[src/rtl/tile_sequencer_if.sv]
// Job-control / buffer-strobe bundle for the tile sequencer.
// The slave side is the sequencer; the master side is the job controller
// together with the buffers and the array that consume the strobes.
interface tile_sequencer_if #(
   parameter int A_ROWS_MAX = 64,
   parameter int TILES_MAX  = 16
);
   localparam int AW = $clog2(A_ROWS_MAX + 1);
   localparam int TW = $clog2(TILES_MAX + 1);

   logic          start;
   logic [AW-1:0] cfg_a_rows;
   logic [TW-1:0] cfg_tiles;
   logic          stall;
   logic          w_buffer_read;
   logic          if_buffer_read;
   logic          switch;
   logic          sys_en;
   logic          of_valid;
   logic          of_last;
   logic          busy;
   logic          done;

   modport master (
      output start, cfg_a_rows, cfg_tiles, stall,
      input  w_buffer_read, if_buffer_read, switch, sys_en,
             of_valid, of_last, busy, done
   );

   modport slave (
      input  start, cfg_a_rows, cfg_tiles, stall,
      output w_buffer_read, if_buffer_read, switch, sys_en,
             of_valid, of_last, busy, done
   );
endinterface

[src/rtl/tile_sequencer.sv]
// Multi-tile systolic job sequencer: weight preload, activation streaming,
// ping-pong weight bank swap, and output-validity tracking through the array.
// Strobes are registered inside the FSM and only gated by stall on the way out,
// so a stall freezes everything without losing the strobe of the held cycle.
module tile_sequencer #(
   parameter int SYS_ROWS   = 8,
   parameter int SYS_COLS   = 8,
   parameter int A_ROWS_MAX = 64,
   parameter int TILES_MAX  = 16,
   parameter int LAT        = SYS_ROWS + SYS_COLS
) (
   input logic              clk,
   input logic              rst,
   tile_sequencer_if.slave  bus
);

   localparam int AW = $clog2(A_ROWS_MAX + 1);
   localparam int TW = $clog2(TILES_MAX + 1);
   localparam int WW = $clog2(SYS_ROWS + 1);
   localparam int DW = $clog2(LAT);

   localparam logic [AW-1:0] A_MAX  = AW'(A_ROWS_MAX);
   localparam logic [TW-1:0] T_MAX  = TW'(TILES_MAX);
   localparam logic [WW-1:0] W_LAST = WW'(SYS_ROWS - 1);
   localparam logic [WW-1:0] W_FULL = WW'(SYS_ROWS);
   localparam logic [DW-1:0] D_LAST = DW'(LAT - 1);

   typedef enum logic [2:0] {
      S_IDLE, S_LOAD, S_SWAP, S_COMP, S_WWAIT, S_DRAIN, S_FIN
   } state_t;

   state_t          r_state;
   logic [AW-1:0]   r_a_rows;
   logic [TW-1:0]   r_tiles;
   logic [AW-1:0]   r_a_cnt;
   logic [TW-1:0]   r_tile_cnt;
   logic [WW-1:0]   r_w_cnt;
   logic [DW-1:0]   r_d_cnt;
   logic            r_w_rd;
   logic            r_if_rd;
   logic            r_switch;
   logic            r_done;
   logic            r_busy;
   logic [LAT-1:0]  r_vld_pipe;
   logic [LAT-1:0]  r_last_pipe;

   logic            w_run;
   logic            w_more_tiles;
   logic            w_first_more;
   logic            w_a_last;
   logic [WW-1:0]   w_w_nxt;
   logic            w_w_full_nxt;
   logic            w_last_row;
   logic [AW-1:0]   w_sat_a;
   logic [TW-1:0]   w_sat_t;

   assign w_run        = ~bus.stall;
   // tile_cnt is bumped in SWAP, so during COMP it names the tile being computed
   assign w_more_tiles = r_tile_cnt < r_tiles;
   assign w_first_more = (r_tile_cnt + 1'b1) < r_tiles;
   assign w_a_last     = (r_a_cnt + 1'b1) == r_a_rows;
   // shadow-preload count after this cycle's read (if any)
   assign w_w_nxt      = r_w_cnt + WW'(r_w_rd);
   assign w_w_full_nxt = w_w_nxt == W_FULL;
   assign w_last_row   = (r_state == S_COMP) && !w_more_tiles && w_a_last;
   assign w_sat_a      = (bus.cfg_a_rows > A_MAX) ? A_MAX : bus.cfg_a_rows;
   assign w_sat_t      = (bus.cfg_tiles  > T_MAX) ? T_MAX : bus.cfg_tiles;

   // Job FSM: state, counters and registered strobes for the following cycle
   always_ff @(posedge clk or negedge rst) begin
      if (!rst) begin
         r_state    <= S_IDLE;
         r_a_rows   <= '0;
         r_tiles    <= '0;
         r_a_cnt    <= '0;
         r_tile_cnt <= '0;
         r_w_cnt    <= '0;
         r_d_cnt    <= '0;
         r_w_rd     <= 1'b0;
         r_if_rd    <= 1'b0;
         r_switch   <= 1'b0;
         r_done     <= 1'b0;
         r_busy     <= 1'b0;
      end else if (w_run) begin
         case (r_state)
            S_IDLE: begin
               if (bus.start) begin
                  r_a_rows   <= w_sat_a;
                  r_tiles    <= w_sat_t;
                  r_a_cnt    <= '0;
                  r_tile_cnt <= '0;
                  r_w_cnt    <= '0;
                  r_d_cnt    <= '0;
                  r_busy     <= 1'b1;
                  if (w_sat_a == '0 || w_sat_t == '0) begin
                     r_state <= S_FIN;
                     r_done  <= 1'b1;
                  end else begin
                     r_state <= S_LOAD;
                     r_w_rd  <= 1'b1;
                  end
               end
            end
            S_LOAD: begin
               r_w_cnt <= r_w_cnt + 1'b1;
               if (r_w_cnt == W_LAST) begin
                  r_state  <= S_SWAP;
                  r_w_rd   <= 1'b0;
                  r_switch <= 1'b1;
               end
            end
            S_SWAP: begin
               r_switch   <= 1'b0;
               r_tile_cnt <= r_tile_cnt + 1'b1;
               r_w_cnt    <= '0;
               r_a_cnt    <= '0;
               r_if_rd    <= 1'b1;
               // start preloading the shadow bank only if another tile follows
               r_w_rd     <= w_first_more;
               r_state    <= S_COMP;
            end
            S_COMP: begin
               r_a_cnt <= r_a_cnt + 1'b1;
               r_w_cnt <= w_w_nxt;
               if (!w_a_last) begin
                  r_w_rd <= w_more_tiles && !w_w_full_nxt;
               end else begin
                  r_if_rd <= 1'b0;
                  if (w_more_tiles && w_w_full_nxt) begin
                     r_state  <= S_SWAP;
                     r_w_rd   <= 1'b0;
                     r_switch <= 1'b1;
                  end else if (w_more_tiles) begin
                     // short tile: finish the shadow preload before swapping
                     r_state <= S_WWAIT;
                     r_w_rd  <= 1'b1;
                  end else begin
                     r_state <= S_DRAIN;
                     r_w_rd  <= 1'b0;
                     r_d_cnt <= '0;
                  end
               end
            end
            S_WWAIT: begin
               r_w_cnt <= r_w_cnt + 1'b1;
               if (r_w_cnt == W_LAST) begin
                  r_state  <= S_SWAP;
                  r_w_rd   <= 1'b0;
                  r_switch <= 1'b1;
               end
            end
            S_DRAIN: begin
               if (r_d_cnt == D_LAST) begin
                  r_d_cnt <= '0;
                  r_state <= S_FIN;
                  r_done  <= 1'b1;
               end else begin
                  r_d_cnt <= r_d_cnt + 1'b1;
               end
            end
            S_FIN: begin
               r_done  <= 1'b0;
               r_busy  <= 1'b0;
               r_state <= S_IDLE;
            end
            default: begin
               r_state  <= S_IDLE;
               r_w_rd   <= 1'b0;
               r_if_rd  <= 1'b0;
               r_switch <= 1'b0;
               r_done   <= 1'b0;
               r_busy   <= 1'b0;
            end
         endcase
      end
   end

   // Output-validity pipe: follows each activation row through the array latency
   always_ff @(posedge clk or negedge rst) begin
      if (!rst) begin
         r_vld_pipe  <= '0;
         r_last_pipe <= '0;
      end else if (w_run) begin
         r_vld_pipe  <= {r_vld_pipe[LAT-2:0],  r_if_rd};
         r_last_pipe <= {r_last_pipe[LAT-2:0], w_last_row};
      end
   end

   assign bus.sys_en         = w_run;
   assign bus.w_buffer_read  = r_w_rd   & w_run;
   assign bus.if_buffer_read = r_if_rd  & w_run;
   assign bus.switch         = r_switch & w_run;
   assign bus.done           = r_done   & w_run;
   assign bus.busy           = r_busy;
   assign bus.of_valid       = r_vld_pipe[LAT-1];
   assign bus.of_last        = r_last_pipe[LAT-1];

endmodule

[src/flat_wrapper.sv]
// flat-port wrapper written by rule: the top's interface ports become plain ports
module tile_sequencer_flat 
#(
   parameter int SYS_ROWS   = 8,
   parameter int SYS_COLS   = 8,
   parameter int A_ROWS_MAX = 64,
   parameter int TILES_MAX  = 16,
   parameter int LAT        = SYS_ROWS + SYS_COLS
)
  (clk, rst, bus_start, bus_cfg_a_rows, bus_cfg_tiles, bus_stall, bus_w_buffer_read, bus_if_buffer_read, bus_switch, bus_sys_en, bus_of_valid, bus_of_last, bus_busy, bus_done);
  tile_sequencer_if #(.A_ROWS_MAX(A_ROWS_MAX), .TILES_MAX(TILES_MAX)) bus_i ();
  input logic clk;
  input logic rst;
  input wire logic [$bits(bus_i.start)-1:0] bus_start;
  input wire logic [$bits(bus_i.cfg_a_rows)-1:0] bus_cfg_a_rows;
  input wire logic [$bits(bus_i.cfg_tiles)-1:0] bus_cfg_tiles;
  input wire logic [$bits(bus_i.stall)-1:0] bus_stall;
  output wire logic [$bits(bus_i.w_buffer_read)-1:0] bus_w_buffer_read;
  output wire logic [$bits(bus_i.if_buffer_read)-1:0] bus_if_buffer_read;
  output wire logic [$bits(bus_i.switch)-1:0] bus_switch;
  output wire logic [$bits(bus_i.sys_en)-1:0] bus_sys_en;
  output wire logic [$bits(bus_i.of_valid)-1:0] bus_of_valid;
  output wire logic [$bits(bus_i.of_last)-1:0] bus_of_last;
  output wire logic [$bits(bus_i.busy)-1:0] bus_busy;
  output wire logic [$bits(bus_i.done)-1:0] bus_done;
  assign bus_i.start = bus_start;
  assign bus_i.cfg_a_rows = bus_cfg_a_rows;
  assign bus_i.cfg_tiles = bus_cfg_tiles;
  assign bus_i.stall = bus_stall;
  assign bus_w_buffer_read = bus_i.w_buffer_read;
  assign bus_if_buffer_read = bus_i.if_buffer_read;
  assign bus_switch = bus_i.switch;
  assign bus_sys_en = bus_i.sys_en;
  assign bus_of_valid = bus_i.of_valid;
  assign bus_of_last = bus_i.of_last;
  assign bus_busy = bus_i.busy;
  assign bus_done = bus_i.done;
  tile_sequencer #(.SYS_ROWS(SYS_ROWS), .SYS_COLS(SYS_COLS), .A_ROWS_MAX(A_ROWS_MAX), .TILES_MAX(TILES_MAX), .LAT(LAT)) u_core (.clk(clk), .rst(rst), .bus(bus_i));
endmodule
[config.mk]
export PLATFORM = sky130hd
export DESIGN_NAME = tile_sequencer_flat
export DESIGN_NICKNAME = d
export VERILOG_FILES = /design/src/rtl/tile_sequencer_if.sv /design/src/rtl/tile_sequencer.sv /design/src/flat_wrapper.sv
export SDC_FILE = /design/constraint.sdc
export NUM_CORES = 1
export LEC_CHECK = 0
export CAP_MARGIN = 30
export CORE_MARGIN = 2
export CORE_UTILIZATION = 30
export CTS_CLUSTER_SIZE = 10
export DETAILED_ROUTE_END_ITERATION = 8
export MAX_ROUTING_LAYER = met4
export PLACE_DENSITY = 0.53
export SETUP_SLACK_MARGIN = 0.1
export SYNTH_ARGS = -nofsm -noshare
export SYNTH_HDL_FRONTEND = slang
export SYNTH_SLANG_ARGS = --single-unit
[constraint.sdc]
create_clock -name clk -period 2.8 [get_ports clk]
set_input_delay 0.56 -clock clk [delete_from_list [all_inputs] [get_ports clk]]
set_output_delay 0.56 -clock clk [all_outputs]
set_load 0.005 [all_outputs]
==> results of run 1 <==
[cell usage after synthesis, types with 2 or more instances]
cell type	count
nand3_1	17
a22oi_1	2
a21oi_1	14
nand2_1	47
dfrtp_1	72
a31o_2	3
nor2_1	23
or2_2	3
nand3b_1	3
o41ai_1	2
clkbuf_1	13
nor4_1	3
a21o_1	3
nor2b_1	8
o21ai_0	32
o211ai_1	5
and2_1	2
inv_1	7
o31ai_1	6
a31oi_1	8
mux2_2	32
nand2b_1	12
a22o_1	2
nor3_1	4
clkbuf_8	3
xnor2_1	7
and3_1	2
ha_1	14
xor2_1	7
o2111ai_1	2
[final timing paths]
path                                                    start                           endpoint  slack, ns  depth (start not counted)
worst max-delay path            u_core.r_a_cnt[0]$_DFFE_PN0P_        u_core.r_switch$_DFFE_PN0P_       0.48                          7
worst max register to register  u_core.r_a_cnt[0]$_DFFE_PN0P_        u_core.r_switch$_DFFE_PN0P_       0.48                          7
max in group asynchronous                                 rst   u_core.r_vld_pipe[9]$_DFFE_PN0N_       2.22                          2
min in group clk                u_core.r_tiles[2]$_DFFE_PN0P_      u_core.r_tiles[2]$_DFFE_PN0P_       0.48                          2
worst min register to register  u_core.r_tiles[2]$_DFFE_PN0P_      u_core.r_tiles[2]$_DFFE_PN0P_       0.48                          2
worst min-delay path                                      rst  u_core.r_vld_pipe[15]$_DFFE_PN0N_       0.24                          2
[area by class of cell]
type                       count  area [um^2]  area share [%]
timing repair buffer          32        300.3           6.623
clock inverter                 5        33.78          0.7450
tap                          172        215.2           4.746
multi-input combinational    285         1918           42.30
inverter                       7        26.28          0.5795
sequential                    72         1802           39.74
clock buffer                  10        239.0           5.270
[worst max-delay path, stage by stage (launching register included)]
cell	delay [ns]
dfrtp_1	0.47
ha_1	0.31
nand3_1	0.09
or2_2	0.32
xnor2_1	0.26
o2111ai_4	0.24
and2_4	0.23
o41ai_2	0.31
[metrics by stage]
step	instance area, um^2	hold slack (ns)	total power, W	cells	util (%)
after floorplan	3844	0.2644	0.002960	381	-
after CTS	4534	0.2778	0.004545	583	36.08
final	4534	0.2378	0.004504	583	36.08
after global placement	4262	0.4605	0.003427	568	33.91
after detailed placement	4262	0.4691	0.003470	568	33.91
after global routing	4534	0.2723	0.004890	583	36.08
[where the power goes]
| group | internal (W) | switching, W |
|---|---|---|
| Sequential | 0.00138 | 0.000307 |
| Clock | 0.000616 | 0.000433 |
| Combinational | 0.000798 | 0.000967 |
[layer usage]
layer,GRT usage [%],up-vias,share of wire [%]
li1,-,1425,-
met1,16.38,1405,47
met2,20.80,55,47
met3,3.553,9,4.4
met4,4.863,0,1.7
met5,-,-,0
[flip-flops by register name, summed over array words and instances, names as in the netlist, 4 cells and up]
signal,flops
u_core.r_a_cnt,7
u_core.r_a_rows,7
u_core.r_d_cnt,4
u_core.r_last_pipe,16
u_core.r_tile_cnt,5
u_core.r_tiles,5
u_core.r_vld_pipe,16
u_core.r_w_cnt,4
[placed cells by master, fill, tap and decap left out, types with 8 or more instances in the layout]
cell             instances
nand2b_1                12
clkbuf_16                9
o21ai_0                 32
nand2_1                 47
a21oi_1                 14
nand3_1                 17
buf_4                    8
dfrtp_1                 72
nor2b_1                  8
nor2_1                  23
ha_1                    14
a31oi_1                  8
mux2_2                  32
clkdlybuf4s50_1         21
[kinds of logic after synthesis]
group,count (synthesis)
fa+ha+maj,14
compound gates,93
buf+inv,24
simple gates,132
flops,72
mux,32
xor+xnor,14
==> impl_results.md, run 1 <==
* # clock sinks at 72
* Rows at 41
* Gp weighted congestion at 0.8071
* Max_cap viols at 0
* DR vias at 2,894
* Simple-gate share of the synthesized area at 16.70%
* Critical Path End Type: register
* Clk_lat worst skew at 0.33 ns
* Core ar. at 0.01257 mm^2
* Remaining DRCs at 0
* Fin nets at 437
* Number of synthesized flops with an enable pin at 0
* Post-layout min period at 2.325 ns
* RSZ-0062 raised after global routing: no
* Most used DFF post-synth: dfrtp_1
* Mapped Cells at 381
* Crit start category: register
* Max FO, Critical Path at 7
* Final Hold Viols at 0
* Pre-CTS setup slack at 0.2537 ns
* Synthesis Warnings at 0
* Vias in the first global route at 2,807
* DIE HEIGHT at 117.2 um
* DIE WIDTH at 117.2 um
* Setup-failing EPs final at 0
* Synthesized area at 0.003844 mm^2
* Fin crit share at 83.03%
* Final worst slack at 0.4752 ns
* Share of the synthesized area in the top cell type at 46.88%
* Clock buffer depth at 2
* Multiplexer area fraction after synthesis at 9.375%
* Pwr per Cell Area at 993.2 mW/mm^2
* Unique cell type count in the Yosys netlist at 53
* Fmax at 0.4301 GHz
* Post-DR wirelength/cell at 13.74 um
* DRT Pass-1 Iters at 4
* GRT Resource Usage Total at 13.23%
* CTS Buf Count at 9
* Synth area leader: dfrtp_1
* Synth Area in XOR/XNOR at 3.190%
* Initial DRC Count at 244
* Vias per std cell at 4.964
* Leak pwr at 1.920 nW
* Initial Utilization at 30.58%
* PostCTS Resize Cnt at 0
* Worst Path Required at 3.03 ns
* Final Skew at 0.006103 ns
* Antenna violations before repair at 0
* Adder-Cell Fraction of Synth Area at 4.557%
* Setup Fix Bufs, Post-CTS at 0
* Synthesized area per cell at 10.09 um^2
* Gr ovfl total at 0
* Status: finished clean
* Max-Slew Margin vs Limit at 45.06%
* Post-cts hold buffer count at 0
* #FFs+latches synth at 72
* Fillers at 1,272
* First-pass GRT wire length at 13.67 mm
* CTS tree: yes
* Final Slew Violations at 0
* Crit Path Category: reg -> reg
* Setup Total Neg Slack at 0 ns
* CTS Root Cell: clkbuf_16
* Largest net degree at the start of global routing at 73
* Post-synth ARST share at 100.0%
* Leading post-synthesis cells by cell area: dfrtp_1, mux2_2, nand2_1
* Share of post-route cells with drive strength above 1 at 17.27%
* Synthesis-to-finish area growth at 17.97%
* Synth Area in Compound Gates at 16.08%
* Inserted Diodes at 0
* Buffers on Ports at 23
* Worst VDD drop at 0.3094 mV
* Syn_nets at 411
* Seq/Total Area, Yosys at 46.88%
* H-tree Lvls at 3
* Detail Placement HPWL at 5.596 mm
* Worst-margin pin slew at 0.8156 ns
* Die area at 0.01373 mm^2
* Worst endpoint data arrival time at 2.56 ns
* Largest family of logic cells by synthesized area: simple AND/OR/NAND/NOR gates
* HP Class: in -> async
* Clock transition at path regs at 0.06 ns
* Final WL at 8.009 mm
* Antenna Violating Nets Remaining at 0
* I/O Pins at 24
Note: power is estimated with default switching activity, not from simulation.
==> run 2, diff against run 1 <==
==> constraint.sdc (replaced) <==
create_clock -name clk -period 2.21 [get_ports clk]
set_input_delay 0.442 -clock clk [delete_from_list [all_inputs] [get_ports clk]]
set_output_delay 0.442 -clock clk [all_outputs]
set_load 0.005 [all_outputs]
==> impl_results.md, run 2 (synthesis results as in run 1) <==
* Post-cts hold buffer count at 0 (unchanged)
* I/O Pins at 24 (unchanged)
* Clock buffer depth at 2 (unchanged)
* Worst-margin pin slew at 0.4663 ns (-0.3493 ns)
* Biggest regs: u_core.r_last_pipe (16), u_core.r_vld_pipe (16)
* Detail Placement HPWL at 5.984 mm (+6.9%)
* Buffers on Ports at 23 (unchanged)
* Worst VDD drop at 0.4911 mV (+59%)
* Antenna violations before repair at 0 (unchanged)
* DP Area at 0.004409 mm^2 (+3.5%)
* DIE HEIGHT at 117.2 um (unchanged)
* Leak pwr at 2.068 nW (+7.7%)
* Crit Path Category: reg -> reg
* Synthesis-to-finish area growth at 25.81%
* HP Class: in -> async
* DIE WIDTH at 117.2 um (unchanged)
* DR vias at 2,971 (+2.7%)
* Share of post-route cells with drive strength above 1 at 23.33% (+6.1 points)
* CTS Buf Count at 9 (unchanged)
* RSZ-0062 raised after global routing: no
* Core ar. at 0.01257 mm^2 (unchanged)
* Placed instance count at 586 (+3.2%)
* GRT Resource Usage Total at 14.03% (+0.80 points)
* Clk_lat worst skew at 0.33 ns (about the same)
* Worst endpoint data arrival time at 2.21 ns (-0.35 ns)
* Worst R2R End: u_core.r_w_rd$_DFFE_PN0P_
* Final Hold Viols at 0 (unchanged)
* Sequential Power Share at 33.2% (-4.3 points)
* Clock transition at path regs at 0.06 ns (about the same)
* Worst Path Required at 2.41 ns (-0.62 ns)
* Pwr per Cell Area at 1314 mW/mm^2 (+32%)
* Comb pwr share at 40.2% (+1.0 points)
* Largest net degree at the start of global routing at 73 (unchanged)
* Crit start category: register
* Worst R2R Path Depth at 7 (unchanged)
* Final Skew at 0.004792 ns (-0.001311 ns)
* Worst reg-to-reg setup slack at 0.20 ns (-0.28 ns)
* Commonest non-fill, non-tap cells in the layout: dfrtp_1, nand2_1, mux2_2
* H-tree Lvls at 3 (unchanged)
* Max FO, Critical Path at 4 (-3)
* Reg-to-Reg Start: u_core.r_w_cnt[0]$_DFFE_PN0P_
* Fmax at 0.4971 GHz (+16%)
* Fin nets at 458 (+4.8%)
* Remaining DRCs at 0 (unchanged)
* Inserted Diodes at 0 (unchanged)
* # clock sinks at 72 (unchanged)
* Power share of the clock group at 26.6% (+3.3 points)
* Vias per std cell at 4.911 (-1.1%)
* Final WL at 8.386 mm (+4.7%)
* Setup Total Neg Slack at 0 ns (unchanged)
* Switching Power at 0.002273 W (+33%)
* CTS Root Cell: clkbuf_16
* Net switching fraction of the power at 35.76% (-2.2 points)
* Internal at 0.004084 W (+46%)
* Status: finished clean
* Non-Filler Instances at 605 (+3.8%)
* Rows at 41 (unchanged)
* Final Slew Violations at 0 (unchanged)
* Gp weighted congestion at 0.8640 (+7.0%)
* Fin area at 0.004836 mm^2 (+6.7%)
* First-pass GRT wire length at 14.57 mm (+6.6%)
* Vias in the first global route at 2,994 (+6.7%)
* Post-layout min period at 2.012 ns (-0.3133 ns)
* Critical Path End Type: register
* Post-DR wirelength/cell at 13.86 um (+0.90%)
* Initial DRC Count at 221 (-9.4%)
* CTS tree: yes
* Max_cap viols at 0 (unchanged)
* Max-Slew Margin vs Limit at 68.78% (+24 points)
* Commonest non-fill, non-tap cell in the layout: dfrtp_1
* Gr ovfl total at 0 (unchanged)
* Setup-failing EPs final at 0 (unchanged)
* DRT Pass-1 Iters at 5 (+1)
* Fin crit share at 91.02% (+8.0 points)
* Antenna Violating Nets Remaining at 0 (unchanged)
* Initial Utilization at 30.58% (unchanged)
* WHS at 0.1240 ns (-0.1138 ns)
* Die area at 0.01373 mm^2 (unchanged)
[run 2: worst max-delay path by stage]
stage	start	endpoint	slack (ns)	cells after the start
after detailed placement	bus_start	u_core.r_a_cnt[2]$_DFFE_PN0P_	0.09	6
after global routing	u_core.r_a_cnt[0]$_DFFE_PN0P_	u_core.r_switch$_DFFE_PN0P_	0.10	7
after CTS	u_core.r_a_cnt[5]$_DFFE_PN0P_	u_core.r_switch$_DFFE_PN0P_	0.11	6
after floorplan	u_core.r_a_cnt[0]$_DFFE_PN0P_	u_core.r_switch$_DFFE_PN0P_	0.15	7
final	u_core.r_w_cnt[0]$_DFFE_PN0P_	u_core.r_w_rd$_DFFE_PN0P_	0.20	7
after global placement	bus_start	u_core.r_a_cnt[6]$_DFFE_PN0P_	0.12	6
[run 2: worst max-delay path: stages, from the launching register on]
cell	delay, ns
dfrtp_1	0.39
ha_1	0.23
ha_1	0.31
or2_2	0.34
o31ai_2	0.21
nor2_1	0.08
a31oi_1	0.20
a31oi_1	0.11
[run 2: area by class of cell]
class / instances / area, um^2
clock buffers: 10 / 229.0
clock inverters: 6 / 115.1
fillers: 1237 / 7732
inverters: 7 / 26.28
multi-input cells: 285 / 1978
flip-flops and latches: 72 / 1802
well taps: 172 / 215.2
repair buffers: 53 / 470.5
[run 2: routing by layer]
| metal | track usage, % | wire [um] | share of wire, % | up-vias |
|---|---|---|---|---|
| met3 | 4.068 | 379 | 4.5 | 9 |
| met1 | 17.92 | 3974 | 47 | 1434 |
| met4 | 4.078 | 104 | 1.2 | 0 |
| met2 | 21.72 | 3928 | 47 | 64 |
| li1 | - | - | - | 1464 |
| met5 | - | 0 | 0 | - |
[run 2: per-stage QoR]
stage	utilization (%)	worst slack, ns	power [W]
global route	38.48	0.1009	0.006860
floorplan	-	0.1549	0.003750
CTS	37.82	0.1092	0.006293
detailed placement	35.08	0.09212	0.004571
global placement	35.08	0.1218	0.004541
finish	38.48	0.1985	0.006356
[run 2: power groups by stage]
stage,Clock [W],Sequential (W),Combinational (W)
6_report,0.00169,0.00211,0.00256
5_1_grt,0.00178,0.00217,0.00291
4_1_cts,0.00173,0.00209,0.00247
3_5_place_dp,0,0.00211,0.00246
3_3_place_gp,0,0.00210,0.00244
2_1_floorplan,0,0.00201,0.00174
[run 2: timing repair]
action | CTS | global route
hold endpoints to repair | 0 | 0
endpoints found under the setup margin | 0 | 8
buffers inserted | 0 | 3
resized for setup | 0 | 12
